**config.mk**
```make
export PLATFORM = sky130hd
export DESIGN_NAME = dcsk_modulator_flat
export DESIGN_NICKNAME = d
export VERILOG_FILES = /design/src/rtl/dcsk_modulator_if.sv /design/src/rtl/dcsk_modulator.sv /design/src/flat_wrapper.sv
export SDC_FILE = /design/constraint.sdc
export NUM_CORES = 1
export LEC_CHECK = 0
export CAP_MARGIN = 0
export CORE_AREA = 2 2 103 105
export CTS_CLUSTER_DIAMETER = 100
export DETAILED_ROUTE_END_ITERATION = 12
export DIE_AREA = 0 0 105 107
export DONT_BUFFER_PORTS = 1
export GPL_ROUTABILITY_DRIVEN = 0
export HOLD_SLACK_MARGIN = 0.15
export PLACE_DENSITY = 0.86
export SLEW_MARGIN = 15
export SYNTH_ARGS = -nofsm -noshare
export SYNTH_HDL_FRONTEND = slang
export SYNTH_SLANG_ARGS = --single-unit
export TNS_END_PERCENT = 100
```
**constraint.sdc**
```tcl
create_clock -name i_clk -period 4.96 [get_ports i_clk]
set_clock_uncertainty 0.15 [all_clocks]
set_input_delay 0.496 -clock i_clk [delete_from_list [all_inputs] [get_ports i_clk]]
set_output_delay 0.496 -clock i_clk [all_outputs]
set_load 0.03 [all_outputs]
```
**src/rtl/dcsk_modulator_if.sv**
```systemverilog
// DCSK modulator chip/bit bus: strobe, chip counter, chaos sample and bit handshake in;
// modulated chip stream and status out.
interface dcsk_modulator_if;
  logic              i_en;
  logic [1:0]        i_sf;
  logic [4:0]        i_chip_index;
  logic              i_chip_index_msb;
  logic signed [7:0] i_chaos_chip;
  logic              i_bit;
  logic              i_bit_valid;
  logic              o_bit_ready;
  logic signed [7:0] o_chip;
  logic              o_chip_valid;
  logic              o_ref_phase;
  logic              o_frame_done;
  logic              o_underrun;
  logic              o_sf_err;

  modport master (
    output i_en, i_sf, i_chip_index, i_chip_index_msb, i_chaos_chip, i_bit, i_bit_valid,
    input  o_bit_ready, o_chip, o_chip_valid, o_ref_phase, o_frame_done, o_underrun, o_sf_err
  );

  modport slave (
    input  i_en, i_sf, i_chip_index, i_chip_index_msb, i_chaos_chip, i_bit, i_bit_valid,
    output o_bit_ready, o_chip, o_chip_valid, o_ref_phase, o_frame_done, o_underrun, o_sf_err
  );
endinterface

```
**src/rtl/dcsk_modulator.sv**
```systemverilog
// DCSK modulator: the reference half forwards chaos samples and stores them; the data half
// replays them, negated for bit 0. One-deep bit holding register, one cycle output latency.
module dcsk_modulator (
  input logic             i_clk,
  input logic             i_rst,
  dcsk_modulator_if.slave bus
);
  typedef enum logic [1:0] {IDLE, REF, DATA} state_t;

  state_t            state;
  logic [1:0]        sf_q;
  logic              frame_bit;
  logic              silent;
  logic              full;
  logic              held_bit;
  logic signed [7:0] ref_buf [16];

  logic [5:0]        half_len;
  logic [5:0]        frame_len;
  logic [3:0]        offset;
  logic              at_chip0;
  logic              consume;
  logic              load;
  logic              in_range;
  logic              last_chip;
  logic              ref_wr;
  logic signed [7:0] ref_val;
  logic signed [7:0] data_val;

  assign at_chip0 = (bus.i_chip_index == 5'd0);
  assign consume  = bus.i_en & at_chip0;
  assign bus.o_bit_ready = ~full | consume;
  assign load     = bus.i_bit_valid & bus.o_bit_ready;

  // Mid-frame geometry always follows the SF latched at chip 0.
  assign half_len  = 6'd2 << sf_q;
  assign frame_len = half_len << 1;
  assign offset    = bus.i_chip_index[3:0] & (half_len[3:0] - 4'd1);
  assign in_range  = ({1'b0, bus.i_chip_index} < frame_len);
  assign last_chip = ({1'b0, bus.i_chip_index} == frame_len - 6'd1);

  assign ref_val  = ref_buf[offset];
  assign data_val = frame_bit ? ref_val
                  : ((ref_val == -8'sd128) ? 8'sd127 : -ref_val);

  assign ref_wr = at_chip0 | ((state == REF) & in_range & ~bus.i_chip_index_msb);

  always_ff @(posedge i_clk) begin
    if (!i_rst && bus.i_en && ref_wr)
      ref_buf[offset] <= bus.i_chaos_chip;
  end

  always_ff @(posedge i_clk) begin
    if (i_rst) begin
      state            <= IDLE;
      sf_q             <= 2'd0;
      frame_bit        <= 1'b0;
      silent           <= 1'b0;
      full             <= 1'b0;
      held_bit         <= 1'b0;
      bus.o_chip       <= 8'sd0;
      bus.o_chip_valid <= 1'b0;
      bus.o_ref_phase  <= 1'b0;
      bus.o_frame_done <= 1'b0;
      bus.o_underrun   <= 1'b0;
      bus.o_sf_err     <= 1'b0;
    end else begin
      // Load wins over consume: a bit offered at chip 0 refills the register just emptied.
      if (load) begin
        full     <= 1'b1;
        held_bit <= bus.i_bit;
      end else if (consume) begin
        full <= 1'b0;
      end

      bus.o_chip_valid <= 1'b0;
      bus.o_frame_done <= 1'b0;
      bus.o_underrun   <= 1'b0;

      if (bus.i_en) begin
        if (at_chip0) begin
          state            <= REF;
          sf_q             <= bus.i_sf;
          frame_bit        <= held_bit;
          silent           <= ~full;
          bus.o_chip       <= full ? bus.i_chaos_chip : 8'sd0;
          bus.o_chip_valid <= 1'b1;
          bus.o_ref_phase  <= 1'b1;
          bus.o_underrun   <= ~full;
        end else if (state != IDLE && in_range) begin
          if (bus.i_sf != sf_q)
            bus.o_sf_err <= 1'b1;
          if (!bus.i_chip_index_msb && state == REF) begin
            bus.o_chip       <= silent ? 8'sd0 : bus.i_chaos_chip;
            bus.o_chip_valid <= 1'b1;
            bus.o_ref_phase  <= 1'b1;
          end else if (bus.i_chip_index_msb) begin
            state            <= last_chip ? IDLE : DATA;
            bus.o_chip       <= silent ? 8'sd0 : data_val;
            bus.o_chip_valid <= 1'b1;
            bus.o_ref_phase  <= 1'b0;
            bus.o_frame_done <= last_chip;
          end
        end
      end
    end
  end
endmodule

```
**src/flat_wrapper.sv**
```systemverilog
// flat-port wrapper written by rule: the top's interface ports become plain ports
module dcsk_modulator_flat 
  (i_clk, i_rst, bus_i_en, bus_i_sf, bus_i_chip_index, bus_i_chip_index_msb, bus_i_chaos_chip, bus_i_bit, bus_i_bit_valid, bus_o_bit_ready, bus_o_chip, bus_o_chip_valid, bus_o_ref_phase, bus_o_frame_done, bus_o_underrun, bus_o_sf_err);
  dcsk_modulator_if bus_i ();
  input logic i_clk;
  input logic i_rst;
  input wire logic [$bits(bus_i.i_en)-1:0] bus_i_en;
  input wire logic [$bits(bus_i.i_sf)-1:0] bus_i_sf;
  input wire logic [$bits(bus_i.i_chip_index)-1:0] bus_i_chip_index;
  input wire logic [$bits(bus_i.i_chip_index_msb)-1:0] bus_i_chip_index_msb;
  input wire logic [$bits(bus_i.i_chaos_chip)-1:0] bus_i_chaos_chip;
  input wire logic [$bits(bus_i.i_bit)-1:0] bus_i_bit;
  input wire logic [$bits(bus_i.i_bit_valid)-1:0] bus_i_bit_valid;
  output wire logic [$bits(bus_i.o_bit_ready)-1:0] bus_o_bit_ready;
  output wire logic [$bits(bus_i.o_chip)-1:0] bus_o_chip;
  output wire logic [$bits(bus_i.o_chip_valid)-1:0] bus_o_chip_valid;
  output wire logic [$bits(bus_i.o_ref_phase)-1:0] bus_o_ref_phase;
  output wire logic [$bits(bus_i.o_frame_done)-1:0] bus_o_frame_done;
  output wire logic [$bits(bus_i.o_underrun)-1:0] bus_o_underrun;
  output wire logic [$bits(bus_i.o_sf_err)-1:0] bus_o_sf_err;
  assign bus_i.i_en = bus_i_en;
  assign bus_i.i_sf = bus_i_sf;
  assign bus_i.i_chip_index = bus_i_chip_index;
  assign bus_i.i_chip_index_msb = bus_i_chip_index_msb;
  assign bus_i.i_chaos_chip = bus_i_chaos_chip;
  assign bus_i.i_bit = bus_i_bit;
  assign bus_i.i_bit_valid = bus_i_bit_valid;
  assign bus_o_bit_ready = bus_i.o_bit_ready;
  assign bus_o_chip = bus_i.o_chip;
  assign bus_o_chip_valid = bus_i.o_chip_valid;
  assign bus_o_ref_phase = bus_i.o_ref_phase;
  assign bus_o_frame_done = bus_i.o_frame_done;
  assign bus_o_underrun = bus_i.o_underrun;
  assign bus_o_sf_err = bus_i.o_sf_err;
  dcsk_modulator u_core (.i_clk(i_clk), .i_rst(i_rst), .bus(bus_i));
endmodule
```
Yosys cells after proc, flatten, opt, wreduce, memory -nomap -nowiden. Memories as Yosys holds them, arrays and structs flattened. Cells that the tools add are included. Widths: inputs -> output; s select.

Bits in registers: 21. Memory bits (writable): 128. Input port bits: 21. Output and inout bits: 14. Logic and storage cells: 80. Memories: 1.

Add/subtract/negate cells: 3. $lt $le $gt $ge: 1. Equal/unequal tests: 5. Shifts and indexed selects: 1. Mux-type cells: 26. Bitwise operators: 12. Reduce and logical (&&, ||, !) cells: 19.

Memory list: u_core.ref_buf (depth 16, width 8, rd ports 1, clocked after memory_dff 0, write ports 1, line dcsk_modulator.sv:16) `logic signed [7:0] ref_buf [16];`.

Operators by type and width (count): $mux 8 (9); $mux 1 (12); $mux 2 (5); $eq 8x8->1 const B (1); $neg 8->8 (1); $reduce_and 4->1 (2); $reduce_bool 2->1 (4); $eq 5x6->1 (1); $lt 5x6->1 (1); $reduce_or 6->1 (1); $sub 6x1->6 const B (1); $logic_not 5->1 (1); $not 1->1 (5); $shl 2x2->5 const A (1); $and 1x1->1 (4); $and 4x4->4 (1); $logic_and 1x1->1 (4); $sub 4x1->4 const B (1); $reduce_and 3->1 (1); $reduce_bool 3->1 (1); $reduce_or 3->1 (1); $eq 2x1->1 const B (1); $logic_not 1->1 (2); $ne 2x1->1 const B (1); 4 further kinds (5).

Depth between registers and ports, before layout. An unclocked memory read counts as a cell.

Depth in word-level cells: 12. Mapped depth: 15. Gate-level depth less buffers: 11.

Worst setup path before layout. Ideal clock, no wire load.

Kind: register to register. Start point: register u_core.sf_q[1]. End point: memory u_core.ref_buf[2][0], enable pin. Setup time: 0.383 ns. Arrival time: 2.816 ns. Data required time: 4.427 ns. Path slack: 1.610 ns. Stages on the path, launching flop included: 12. Buffers on the path: 2. Period minus slack after synthesis: 3.350 ns. Cell sequence: dfxtp_1 -> buf_6 -> clkbuf_1 -> or2_2 -> ha_1 -> o21a_1 -> o21a_1 -> o21ai_0 -> a21oi_1 -> nor2_1 -> nand2_1 -> nor3_1.

Word-level cells in the longest chain between the ends: 8. Elaborated cells between the ends (all ways): 10. Classes of those cells: 1 x add/sub; 1 x order compare; 1 x shift; 2 x mux; 4 x bitwise; 1 x reduce/logical.

Ends and longest elaborated chain: start: declaration (line dcsk_modulator.sv:11) `logic [1:0] sf_q;`; start signal: assignment (line dcsk_modulator.sv:83) `sf_q <= bus.i_sf;`; $shl 2x2->5 (*) (line dcsk_modulator.sv:36) `assign half_len = 6'd2 << sf_q;`; $lt 5x6->1 (line dcsk_modulator.sv:39) `assign in_range = ({1'b0, bus.i_chip_index} < frame_len);`; $and 1x1->1 (2 in a row) (line dcsk_modulator.sv:46) `assign ref_wr = at_chip0 | ((state == REF) & in_range & ~bus.i_chip_index_msb);`; $or 1x1->1 (line dcsk_modulator.sv:46); $logic_and 1x1->1 (line dcsk_modulator.sv:49) `if (!i_rst && bus.i_en && ref_wr)`; $mux 1 (line dcsk_modulator.sv:49); $mux 1 (implied by the code) (line dcsk_modulator.sv:50) `ref_buf[offset] <= bus.i_chaos_chip;`; end: declaration (line dcsk_modulator.sv:16).

Every way passes the cells marked *; elsewhere a longest branch is shown, timed or not.

Worst setup path in the final report.
Start point: register u_core.sf_q[1]. End point: memory u_core.ref_buf[6][6], enable pin.

Same word-level chain as after synthesis.

==> key figures <==
Clock tree
  – Clock-pin slew on the worst setup and hold paths: ~0.060 ns
  – Root Buffer: clkbuf_8
  – CTS Buffer Depth: 2
  – Clock Latency Late Sink: approximately 0.52 ns
  – Post-CTS Resized: 0
  – Total CTS buffers: 17
  – Post-CTS Setup Inserts: 0
  – CTS HTree Levels: 4
  – Clock sink total: about 150
  – CTS tree: done

Worst hold path
  – Hold Path Origin: bus_i_en
  – Hold path cells: 2
  – Hold WC Path Type: input port to flip-flop
  – Hold Path End: u_core.state[0]

Detailed routing
  – DR iter-0 viols: 568
  – Drt first pass iters: 6
  – Post-DRT Antenna Nets: 0
  – DRC violations left: 0
  – DR vias/cell: 6.59
  – Via count: 3886
  – Final WL: roughly 15 mm
  – WL per Instance: 24.9 um

Setup path
  – Reg-to-reg critical path startpoint: u_core.sf_q[1]
  – CP Class: flip-flop to flip-flop
  – Critical Path Start Type: flip-flop
  – Crit path launch: u_core.sf_q[1]
  – Critical R2R Capture: u_core.ref_buf[6][6]
  – Reg2Reg Depth: 9
  – Req. time, crit path: approximately 5.0 ns
  – Flop2flop setup slack: 0.95 ns
  – Setup crit end kind: flip-flop
  – Crit Path Max Fanout: 15
  – CP arrival: 4.00 ns

Power and ir drop
  – Maximum VDD drop: 237 uV
  – Pleak: 2.34 nW
  – Power Dens Cells: around 360 nW/um^2

Outcome
  – Status: finished, final reports clean

Yosys
  – Net count after synthesis: 438
  – Netlist cell types: 62
  – Yosys synthesis warning count: 0
  – Most common cell in the netlist: edfxtp_1
  – Post-synth top cells: 128 x edfxtp_1, 42 x nand2_1, 26 x nor2_1, 21 x dfxtp_1, 19 x mux4_2
  – Post-synthesis cell area: roughly 6400 um^2
  – Syn Inst Count: a little over 400
  – Top area cells in the synthesized netlist: edfxtp_1 60%, mux4_2 6.7%, dfxtp_1 6.5%, mux4_1 4.1%, nand2_1 2.5%
  – Avg Cell Area, Syn: 15.6 um^2
  – Sequential-to-total area share from yosys stat: 0.663
  – EDFF count, synth: 128
  – Post-synth top area share: 0.598
  – Yosys reg bits: ~150
  – Synth async-reset ratio: 0
  – Top_reg_cell synth: edfxtp_1
  – Largest area contributor in the netlist: edfxtp_1

Floorplanning
  – Initial core utilization: 0.637
  – Core area: slightly above 10000 um^2
  – Area of the die: 11200 um^2
  – DIE WIDTH: ~110 um
  – Top Ports: 35
  – Die H: 107 um
  – Row cnt: 37

Global route
  – Pin count of the biggest net entering global routing: 46
  – First-pass GRT wire length: around 23 mm
  – GRT Total Usage: 0.276
  – Antenna violations before repair: 1
  – Total grt overflow: 0
  – Vias in the first global route: around 4000

Finish
  – Filler Cells Inserted: 619
  – Final net count: around 470
  – Final instance area: 7270 um^2
  – Share of cells above drive strength 1: 0.163
  – Post-route non-filler standard cell count: 590
  – Area growth syn-to-layout: 13.0%

Timing
  – Final hold vios: 0
  – Slew headroom: 0.213
  – Least-Margin Pin Slew: between 1 and 1.5 ns
  – Final Max Slew Viols: 0
  – RSZ-0062 raised after global routing: false
  – Setup tns final: 0 ns
  – Min Tclk post-route: approximately 4.0 ns
  – Tcrit/Tclk final: 0.808
  – Max Fclk: 249 MHz
  – Final setup viols: 0

Placed design
  – Port Buffer Count: 0
  – DP Area: 6500 um^2
  – Post-DP HPWL: roughly 8.6 mm
  – Dpl cells: 534

Job
  – MaxCap Viol Count: 0
[metal layers]
metal / global-route usage / wire length [um] / part of all wire
met5: 0 / 0 / 0
met4: 0.0990 / 318 / 0.022
met3: 0.0742 / 1210 / 0.083
met2: 0.462 / 7380 / 0.50
met1: 0.352 / 5770 / 0.39
[where the power goes]
group | total (mW) | switching [mW] | internal [mW]
combinational | 0.0966 | 0.0556 | 0.0409
clock | 1.16 | 0.504 | 0.661
sequential | 1.37 | 0.00536 | 1.36
[sequential cells by signal, summed over array words and instances (netlist names), 2 cells and up]
| signal | flops |
|---|---|
| u_core.bus.o_chip | 8 |
| u_core.ref_buf | 128 |
| u_core.sf_q | 2 |
| u_core.state | 2 |
[final cells by class]
type / instances / area, um^2 / share of cell area
Multi-Input combinational cell: 232 / 1980 / 0.273
Sequential cell: 149 / 4260 / 0.587
Tap cell: 136 / 170 / 0.0234
Timing Repair Buffer: 29 / 275 / 0.0379
Inverter: 11 / 41.3 / 0.00568
Clock inverter: 13 / 109 / 0.0150
Antenna cell: 1 / 2.50 / 0.000344
Clock buffer: 19 / 422 / 0.0580
[per-stage QoR]
step / power [mW] / utilization / worst slack (ns) / hold slack [ns]
2_1_floorplan: 1.45 / - / 1.61 / 0.282
3_3_place_gp: 1.45 / 0.644 / 1.30 / 0.292
3_5_place_dp: 1.45 / 0.644 / 1.11 / 0.299
4_1_cts: 2.63 / 0.718 / 1.03 / 0.150
5_1_grt: 2.69 / 0.720 / 0.798 / 0.203
6_report: 2.63 / 0.720 / 0.951 / 0.160
[worst max-delay path, cell delays in order (launching register included)]
cell and delay [ns]:
dfxtp_1 0.47, or2_2 0.38, ha_1 0.31, o21a_1 0.19
o21a_1 0.15, o21ai_0 0.31, a21oi_1 0.12, nor2_1 0.39
nand2_1 0.20, nor3_1 0.95
[how the worst max path moves through the flow]
stage / end / slack, ns / cells after the start
2_1_floorplan: u_core.ref_buf[2][0] / 1.61 / 11
3_3_place_gp: u_core.ref_buf[6][7] / 1.30 / 9
3_5_place_dp: u_core.ref_buf[6][0] / 1.11 / 9
4_1_cts: u_core.ref_buf[2][6] / 1.03 / 9
5_1_grt: u_core.ref_buf[8][5] / 0.80 / 9
6_report: u_core.ref_buf[6][6] / 0.95 / 9
[logic make-up after synthesis]
logic type,Yosys count,synth area share
compound gates,76,0.0899
mux,34,0.116
fa+ha+maj,4,0.00778
buf+inv,32,0.0290
xor+xnor,8,0.0109
simple gates,110,0.0833
flops,149,0.663
[timing repair]
item | 4_1_cts | 5_1_grt
hold buffers | 22 | 1
endpoints found under the hold margin | 155 | 8
setup endpoints to repair | 0 | 0
[placed cells by master, fill, tap and decap left out, drive strengths merged, types with 4 or more instances in the layout]
master,netlist,routed
nor2,27,27
mux4,29,29
a221oi,5,5
ha,4,4
dfxtp,21,21
xnor2,7,7
a21oi,18,18
clkinvlp,0,7
nand2,42,42
o21a,4,4
o21ai,15,15
nor3,14,14
a22oi,10,10
edfxtp,128,128
mux2i,4,4
inv,11,13
dlygate4sd3,0,23
buf,11,6
nand2b,4,4
nand3,7,7
clkbuf,10,19
Note: power is estimated with default switching activity, not from simulation.
